$ cat src/rtl/jtvigil_snd_latch.sv
// Sound-CPU-side endpoint of the main-to-sound command path.
// Captures main CPU latch writes and raises the sound Z80 INT with an RST
// vector merged from latch-pending and the YM2151 IRQ. Decodes the sound CPU
// I/O ports and generates the periodic sample-playback NMI.
//
// Ports:
//   clk, rst       clock, asynchronous active-high reset
//   cen            sound CPU clock enable (paces the NMI counter)
//   main_latch_wr  main CPU latch write strobe (level, may span several clk)
//   main_dout      main CPU data bus
//   snd_a          sound CPU address A[7:0]
//   io_rd, io_wr   sound CPU I/O read / write (active-high)
//   int_ack        interrupt acknowledge cycle (m1 & iorq)
//   snd_dout       sound CPU data out
//   ym_irq_n       YM2151 interrupt, active-low
//   io_dout        data to sound CPU for decoded reads / int_ack, FF otherwise
//   io_hit         io_dout must be muxed onto the sound CPU bus
//   int_n, nmi_n   sound CPU interrupts, active-low
//   sample_addr    sample ROM address
//   sample_data    sample ROM byte at sample_addr
//   dac            DAC value
module jtvigil_snd_latch #(
  parameter int unsigned NMI_DIV = 508,
  parameter int unsigned NMI_LEN = 32
) (
  input  logic        clk,
  input  logic        rst,
  input  logic        cen,
  input  logic        main_latch_wr,
  input  logic [7:0]  main_dout,
  input  logic [7:0]  snd_a,
  input  logic        io_rd,
  input  logic        io_wr,
  input  logic        int_ack,
  input  logic [7:0]  snd_dout,
  input  logic        ym_irq_n,
  output logic [7:0]  io_dout,
  output logic        io_hit,
  output logic        int_n,
  output logic        nmi_n,
  output logic [15:0] sample_addr,
  input  logic [7:0]  sample_data,
  output logic [7:0]  dac
);

  localparam int unsigned CW = $clog2(NMI_DIV);

  logic [7:0]    latch;
  logic          pending;
  logic          latch_wr_l;
  logic          io_wr_l;
  logic          io_rd_l;
  logic          rd4_l;
  logic [CW-1:0] nmi_cnt;

  logic          port_sel;
  logic [2:0]    port;
  logic          latch_rise;
  logic          wr_rise;
  logic          rd_latch;
  logic          rd_sample;
  logic          rd4_fall;
  logic [7:0]    vector;

  // A[6:3] are don't-care in the port decode
  logic unused_addr;
  assign unused_addr = ^snd_a[6:3];

  // Port decode and edge detection
  always_comb begin
    port_sel   = snd_a[7];
    port       = snd_a[2:0];
    latch_rise = main_latch_wr & ~latch_wr_l;
    wr_rise    = io_wr & ~io_wr_l & port_sel;
    rd_latch   = io_rd & port_sel & (port == 3'd0);
    rd_sample  = io_rd & port_sel & (port == 3'd4);
    rd4_fall   = rd4_l & io_rd_l & ~io_rd;
  end

  // RST vector: bit5 low for pending latch, bit4 low for YM IRQ
  always_comb begin
    vector = {2'b11, ~pending, ym_irq_n, 4'hF};
    int_n  = (vector == 8'hFF);
  end

  // Read data mux towards the sound CPU
  always_comb begin
    io_dout = 8'hFF;
    io_hit  = 1'b0;
    if (int_ack) begin
      io_dout = vector;
      io_hit  = 1'b1;
    end else if (rd_latch) begin
      io_dout = latch;
      io_hit  = 1'b1;
    end else if (rd_sample) begin
      io_dout = sample_data;
      io_hit  = 1'b1;
    end
  end

  // Edge detector history
  always_ff @(posedge clk or posedge rst) begin
    if (rst) begin
      latch_wr_l <= 1'b0;
      io_wr_l    <= 1'b0;
      io_rd_l    <= 1'b0;
      rd4_l      <= 1'b0;
    end else begin
      latch_wr_l <= main_latch_wr;
      io_wr_l    <= io_wr;
      io_rd_l    <= io_rd;
      rd4_l      <= rd_sample;
    end
  end

  // Command latch; a new capture beats a same-cycle clear
  always_ff @(posedge clk or posedge rst) begin
    if (rst) begin
      latch   <= 8'h00;
      pending <= 1'b0;
    end else if (latch_rise) begin
      latch   <= main_dout;
      pending <= 1'b1;
    end else if (wr_rise && port == 3'd3) begin
      pending <= 1'b0;
    end
  end

  // Sample address: CPU-loaded bytes, post-increment after each sample read
  always_ff @(posedge clk or posedge rst) begin
    if (rst) begin
      sample_addr <= 16'h0000;
    end else if (wr_rise && port == 3'd0) begin
      sample_addr[7:0] <= snd_dout;
    end else if (wr_rise && port == 3'd1) begin
      sample_addr[15:8] <= snd_dout;
    end else if (rd4_fall) begin
      sample_addr <= sample_addr + 16'd1;
    end
  end

  // DAC output register, mid-scale at reset
  always_ff @(posedge clk or posedge rst) begin
    if (rst) begin
      dac <= 8'h80;
    end else if (wr_rise && port == 3'd2) begin
      dac <= snd_dout;
    end
  end

  // NMI: nmi_n reflects the count value at each cen, so the first low
  // phase begins on the first cen after reset
  always_ff @(posedge clk or posedge rst) begin
    if (rst) begin
      nmi_cnt <= '0;
      nmi_n   <= 1'b1;
    end else if (cen) begin
      nmi_n   <= (nmi_cnt >= CW'(NMI_LEN));
      nmi_cnt <= (nmi_cnt == CW'(NMI_DIV - 1)) ? '0 : nmi_cnt + CW'(1);
    end
  end

endmodule

$ cat config.mk
export PLATFORM = sky130hd
export DESIGN_NAME = jtvigil_snd_latch
export DESIGN_NICKNAME = d
export VERILOG_FILES = /design/src/rtl/jtvigil_snd_latch.sv
export SDC_FILE = /design/constraint.sdc
export NUM_CORES = 1
export LEC_CHECK = 0
export ABC_AREA = 1
export CORE_ASPECT_RATIO = 0.75
export CORE_MARGIN = 2
export CORE_UTILIZATION = 43
export CTS_CLUSTER_DIAMETER = 80
export DETAILED_ROUTE_END_ITERATION = 6
export GPL_ROUTABILITY_DRIVEN = 0
export GPL_TIMING_DRIVEN = 0
export PLACE_DENSITY = 0.76
export SYNTH_ARGS = -nofsm -noshare
export SYNTH_HDL_FRONTEND = slang
export SYNTH_SLANG_ARGS = --single-unit
$ cat constraint.sdc
create_clock -name clk -period 1.3 [get_ports clk]
set_input_delay 0.195 -clock clk [delete_from_list [all_inputs] [get_ports clk]]
set_output_delay 0.195 -clock clk [all_outputs]
set_load 0.02 [all_outputs]
==> results of run 1 <==
[cell usage after synthesis]
| master | n | area share (%) |
|---|---|---|
| nand2_1 | 96 | 13 |
| dfrtp_1 | 45 | 42 |
| inv_2 | 3 | 0.42 |
| nor3_1 | 6 | 1.1 |
| nand3b_1 | 2 | 0.56 |
| o21ai_0 | 8 | 1.5 |
| buf_6 | 3 | 1.3 |
| o21ai_1 | 1 | 0.19 |
| xor2_1 | 4 | 1.3 |
| inv_1 | 37 | 5.2 |
| nor2_4 | 2 | 0.84 |
| mux2_2 | 12 | 5.1 |
| nor2_8 | 1 | 0.75 |
| nor3_2 | 2 | 0.75 |
| nand4_1 | 6 | 1.4 |
| o22ai_1 | 2 | 0.47 |
| nand3_4 | 3 | 2.0 |
| clkinv_2 | 1 | 0.19 |
| buf_2 | 1 | 0.19 |
| nand2_2 | 2 | 0.47 |
| nand3_1 | 35 | 6.5 |
| o211ai_1 | 4 | 1.1 |
| nor2_2 | 4 | 0.94 |
| a21oi_1 | 7 | 1.3 |
| nor2_1 | 40 | 5.6 |
| o21ai_4 | 1 | 0.61 |
| ha_1 | 3 | 1.4 |
| xnor2_1 | 4 | 1.3 |
| dfstp_2 | 2 | 2.0 |
[stage by stage]
step	worst slack [ns]	std cells	total power [mW]	hold WS, ns	util, %
after CTS	0.000643	506	4.75	0.0366	62.0
after global routing	-0.104	513	5.13	0.0460	65.0
after floorplan	-0.0199	337	2.95	0.217	-
final	-0.0415	513	4.82	0.0548	65.0
after global placement	-1.01	484	3.60	0.480	59.1
after detailed placement	-1.06	484	3.64	0.483	59.1
[layout make-up]
| cell class | count | area share [%] |
|---|---|---|
| inverter | 41 | 4.26 |
| multi-input combinational | 246 | 37.6 |
| timing repair buffer | 89 | 20.5 |
| clock inverter | 3 | 1.24 |
| buffer | 4 | 1.11 |
| clock buffer | 5 | 1.79 |
| tap | 78 | 2.54 |
| sequential | 47 | 31.0 |
[flip-flops by register name, indices dropped and copies added (netlist names)]
name         cells
latch            8
io_wr_l          1
latch_wr_l       1
nmi_n            1
sample_addr     16
io_rd_l          1
pending          1
nmi_cnt          9
dac              8
rd4_l            1
[worst max-delay path by stage]
| stage | slack (ns) | to |
|---|---|---|
| detailed placement | -1.06 | io_dout[6] |
| floorplan | -0.02 | sample_addr[10] |
| finish | -0.04 | nmi_cnt[8] |
| global placement | -1.01 | io_dout[7] |
| CTS | 0.0006 | io_dout[5] |
| global route | -0.10 | sample_addr[12] |
[power groups by stage]
stage	combinational [mW]	sequential, mW	clock (mW)
6_report	1.59	2.10	1.13
5_1_grt	1.76	2.15	1.22
4_1_cts	1.51	2.08	1.16
3_5_place_dp	1.52	2.12	0
3_3_place_gp	1.49	2.11	0
2_1_floorplan	0.672	2.28	0
[what timing repair did]
item | in CTS | in global routing
gates cloned | 2 | 0
resized for setup | 117 | 47
endpoints found under the setup margin | 62 | 43
buffers inserted | 12 | 7
pin swaps | 10 | 12
[worst max-delay path, stage by stage, from the launching register on]
cell	delay (ns)
dfrtp_1	0.38
ha_2	0.20
inv_2	0.05
nor3_4	0.21
nand2_2	0.12
o21ai_2	0.16
nand2_1	0.06
nor2_1	0.09
[cell families (layout without fill, tap and decap cells)]
logic type,count (synthesis),count (layout),synth area share (%)
AND/OR/NAND/NOR,199,200,34.4
buffers and inverters,45,142,7.25
multiplexers,12,12,5.05
XOR/XNOR,8,8,2.62
adder cells (fa/ha/maj),3,3,1.40
flip-flops,47,47,44.1
AO/OA/AOI/OAI,23,23,5.19
[per-layer routing]
layer	global-route usage (%)	wire [microns]	part of all wire, %
met1	30.7	3230	45
met2	33.5	3510	49
met3	4.05	404	5.6
met4	4.03	51	0.71
met5	0	0	0
==> results.json, run 1 <==
{
  "status": "finished with violations",
  "violations": "setup timing",
  "ys_ff_latch": 47,
  "drt-initial-drc-count": 223,
  "fmax_mhz": 745,
  "p_comb_share_pct": 33.0,
  "postRouteAntennaNets": 0,
  "power.share.clock_pct": 23.4,
  "startpoint_type": "register",
  "cts_buffers": 5,
  "grt_pass1_wl_microns": 11300,
  "placed_area_sq_um": 3490,
  "viasPerCell": 5.03,
  "grt_pass1_vias": 2394,
  "syn_nets": 380,
  "hold_start": "io_rd",
  "r2r-start": "nmi_cnt[1]",
  "holdBufCountCts": 0,
  "min_path_type": "in -> reg",
  "min_to": "io_rd_l",
  "hold_viol_final": 0,
  "r2r_cells": 7,
  "htreeDepth": 2,
  "fin_worst_skew_ns": 0.00930,
  "routedWlPerCell_microns": 14.0,
  "detailed_place_hpwl_microns": 4880,
  "synth.yosys.seq_area_share_pct": 44.1,
  "drv_cap": 0,
  "r2r_slack_ns": -0.04,
  "cts.sinks": 47,
  "multi_input_area_sq_um": 1450,
  "die_w_microns": 95.1,
  "reg2reg_to": "nmi_cnt[8]",
  "register_area_sq_um": 1190,
  "period_minus_slack_ns": 1.34,
  "dieArea_sq_um": 6870,
  "cts_tree": "built",
  "rsz0062_at_grt": "yes",
  "syn_to_final_growth_pct": 43.8,
  "p_sw_share_pct": 36.3,
  "layout-drive-gt1-share_pct": 27.8,
  "relSlewSlack_pct": 32.0,
  "fin_ws_ns": -0.0415,
  "setup.worst_path.start": "nmi_cnt[1]",
  "post-route-period-util_pct": 103,
  "synthCells": 337,
  "clk_pin_slew_ns": 0.10,
  "pin_count": 75,
  "syn_area_per_cell_sq_um": 7.94,
  "layout_commonest_cell": "nand2_1",
  "synth.cell_area_sq_um": 2680,
  "final_nets": 477,
  "tns_ns": -0.0573,
  "diodes": 0,
  "cts_root_buf": "clkbuf_8",
  "p_per_area_nw_per_um2": 1250,
  "seqPwrFrac_pct": 43.6,
  "num-fill-cells": 480,
  "antenna_found_initial": 0,
  "min_path_cells": 1,
  "synth_cell_types": 29,
  "overflow": 0,
  "clk_latency_ns": 0.31,
  "coreArea_sq_um": 5920,
  "drtPass1Iterations": 4,
  "portBuffers": 69,
  "worst_pin_slew_ns": 1.02,
  "crit_fanout": 3,
  "final_cell_mix": "93 x nand2_1, 35 x dfrtp_1, 34 x nor2_1",
  "cp_data_required_time_ns": 1.55,
  "die_h_microns": 72.3,
  "setup_viol": 3,
  "track_usage_pct": 21.2,
  "cts_buffer_depth": 2,
  "p_leak_nw": 1.84,
  "arrival_ns": 1.59,
  "rows": 24,
  "criticalPathCategory": "reg -> reg",
  "wirelength_microns": 7190,
  "stdcell_area_sq_um": 3850,
  "irDropWorstVdd_v": 0.000674,
  "p_int_mw": 3.07,
  "start_util_pct": 45.2,
  "drc_errors": 0,
  "slew_viol_final": 0,
  "via_count": 2579,
  "grt_max_degree": 48,
  "switchingPower_mw": 1.75,
  "synth_warnings": 0,
  "critPathCaptureType": "register"
}
No activity file was read; power rests on OpenSTA's default activity.
==> run 2: changes to the inputs <==
--- a/config.mk
+++ b/config.mk
@@ -5,10 +5,9 @@
 export SDC_FILE = /design/constraint.sdc
 export NUM_CORES = 1
 export LEC_CHECK = 0
-export ABC_AREA = 1
-export CORE_ASPECT_RATIO = 0.75
+export CORE_ASPECT_RATIO = 0.5
 export CORE_MARGIN = 2
-export CORE_UTILIZATION = 43
+export CORE_UTILIZATION = 42
 export CTS_CLUSTER_DIAMETER = 80
 export DETAILED_ROUTE_END_ITERATION = 6
 export GPL_ROUTABILITY_DRIVEN = 0
==> run 2 against run 1 <==
Against the previous run: the run still ends with setup timing left; sequential power decreased by 2%; sequential share of layout area decreased by 2.2 points; hold slack improved by 0.028 ns; highest routed layer unchanged.
==> results.json, run 2 <==
{
  "postRouteAntennaNets": 0,
  "die_h_microns": 58.0,
  "num-fill-cells": 357,
  "hold_viol_final": 0,
  "crit_chain": "nand3b_1, a21oi_4, buf_6, nand4_1, xor2_1, a21oi_1",
  "drc_errors": 0,
  "layout-drive-gt1-share_pct": 42.9,
  "placed_area_sq_um": 3330,
  "grt_max_degree": 48,
  "wirelength_microns": 7670,
  "synth_cell_types": 49,
  "synth_edf_count": 0,
  "drt-initial-drc-count": 99,
  "pin_count": 75,
  "status": "finished with violations",
  "final_cell_mix": "34 x buf_4, 33 x dfrtp_1, 26 x clkdlybuf4s50_1",
  "synth.yosys.seq_area_share_pct": 48.1,
  "portBuffers": 69,
  "detailed_place_hpwl_microns": 4490,
  "cp_slowest_stage_delay_ns": 0.36,
  "drv_cap": 0,
  "layout_commonest_cell": "buf_4",
  "coreArea_sq_um": 5560,
  "synthCells": 239,
  "synth.cell_area_sq_um": 2450,
  "relSlewSlack_pct": 31.5,
  "startpoint_type": "register",
  "htreeDepth": 2,
  "post-route-period-util_pct": 128,
  "yosys.area.top_type_share_pct": 45.9,
  "hold_slack_ns": 0.0829,
  "dieArea_sq_um": 6500,
  "register_area_sq_um": 1190,
  "synth_warnings": 0,
  "die_w_microns": 112,
  "syn_area_per_cell_sq_um": 10.3,
  "p_leak_nw": 1.79,
  "async_reset_ff_share_pct": 100,
  "stdcell_area_sq_um": 4150,
  "crit_fanout": 4,
  "criticalPathCategory": "reg -> reg",
  "worst_pin_slew_ns": 1.02,
  "grt_pass1_wl_microns": 11800,
  "setup_viol": 33,
  "synth-main-ff-cell": "dfrtp_1",
  "rsz0062_at_grt": "yes",
  "via_count": 2384,
  "r2r_cells": 6,
  "irDropWorstVdd_v": 0.000785,
  "overflow": 0,
  "routedWlPerCell_microns": 17.8,
  "multi_input_area_sq_um": 1550,
  "largest_register_ffs": 16,
  "grt_pass1_vias": 2448,
  "track_usage_pct": 22.8,
  "fin_ws_ns": -0.367,
  "slew_viol_final": 0,
  "min_path_cells": 1,
  "cp_data_required_time_ns": 1.46,
  "largest-register": "sample_addr",
  "cts_buffer_depth": 2,
  "tns_ns": -5.18,
  "fmax_mhz": 600,
  "synth_area_leaders": "dfrtp_1 46%, mux2_1 6.0%, nor2_1 4.6%",
  "final_nets": 401,
  "syn_to_final_growth_pct": 69.2,
  "instances_no_fill": 432,
  "diodes": 0,
  "dp_cells": 381,
  "violations": "setup timing",
  "p_per_area_nw_per_um2": 1280,
  "arrival_ns": 1.83,
  "antenna_found_initial": 0,
  "critPathSlowestCell": "dfrtp_1",
  "period_minus_slack_ns": 1.67,
  "clk_pin_slew_ns": 0.07,
  "rows": 19,
  "start_util_pct": 44.1,
  "clk_latency_ns": 0.29,
  "fin_worst_skew_ns": 0.00376,
  "cts_tree": "built",
  "cts_buffers": 5,
  "synth_common_cells": "45 x dfrtp_1, 30 x nor2_1, 23 x nand2_1",
  "synth_most_common_cell": "dfrtp_1",
  "viasPerCell": 5.52,
  "reg.largest.list": "sample_addr x16, nmi_cnt x9",
  "syn_nets": 282,
  "post-place-ws_ns": -1.08,
  "min_path_type": "in -> reg",
  "synth_top_area_cell": "dfrtp_1",
  "ys_ff_latch": 47,
  "drtPass1Iterations": 4,
  "critPathCaptureType": "register",
  "cts_root_buf": "clkbuf_16",
  "cts.sinks": 47
}
[run 2: cell count changes after synthesis, moves of 5 or more]
cell,delta
nand2_1,-73
nor2_1,-10
nor3_1,-5
o21ai_0,-5
a21oi_1,+10
nand3_1,-26
inv_1,-28
mux2_1,+13
mux2i_1,+9
mux2_2,-9
[run 2: timing repair]
| item | 4_1_cts | 5_1_grt |
|---|---|---|
| setup buffers | 31 | 10 |
| setup endpoints to repair | 75 | 49 |
| pin swaps | 24 | 31 |
| gates cloned | 4 | 1 |
| endpoints found under the hold margin | 0 | 0 |
| hold buffers | 0 | 0 |
| resized for setup | 135 | 68 |
[run 2: routing by layer]
metal,track usage (%),up-vias,share of wire (%)
li1,-,1086,-
met5,0,-,0
met3,5.23,20,4.7
met1,25.9,1189,40
met4,8.89,0,2.6
met2,43.0,89,53
[run 2: logic make-up after synthesis]
logic type	share of synthesized area (%)
XOR/XNOR	4.64
adder cells (fa/ha/maj)	1.53
AO/OA/AOI/OAI	11.6
multiplexers	11.0
buffers and inverters	3.26
AND/OR/NAND/NOR	19.8
flip-flops	48.1
[run 2: through the flow]
step           total power [mW]  utilization (%)
3_5_place_dp               3.37             59.8
3_3_place_gp               3.30             59.8
2_1_floorplan              2.75                -
5_1_grt                    5.52             74.6
6_report                   5.29             74.6
4_1_cts                    5.13             70.4
[run 2: final timing paths]
check                      start              to  slack, ns
min in group asynchronous    rst      nmi_cnt[4]       0.48
min reg2reg                nmi_n           nmi_n       0.49
max                        rd4_l  sample_addr[4]      -0.37
max in group asynchronous    rst  sample_addr[1]       0.22
min                        io_rd         io_rd_l       0.08
max reg2reg                rd4_l  sample_addr[4]      -0.37
[run 2: final cells by class]
cell class / instances / area share (%)
plain buffers: 7 / 2.05
well taps: 73 / 2.20
clock buffers: 5 / 3.01
inverters: 9 / 0.965
multi-input cells: 177 / 37.4
flip-flops and latches: 47 / 28.8
repair buffers: 111 / 24.5
clock inverters: 3 / 1.15
[run 2: power by group]
part           leakage [nW]  switching, mW  internal [mW]
clock network        0.0844          0.586          0.918
registers             0.563          0.286           1.76
logic                  1.14          0.877          0.865
total                  1.79           1.75           3.54
[run 2: worst max-delay path: cells and delay by family, from the launching register on]
family / cells / cell delay [ns]
simple gates: 2 / 0.39
xor+xnor: 1 / 0.24
flops: 1 / 0.36
buf+inv: 1 / 0.15
compound gates: 2 / 0.42
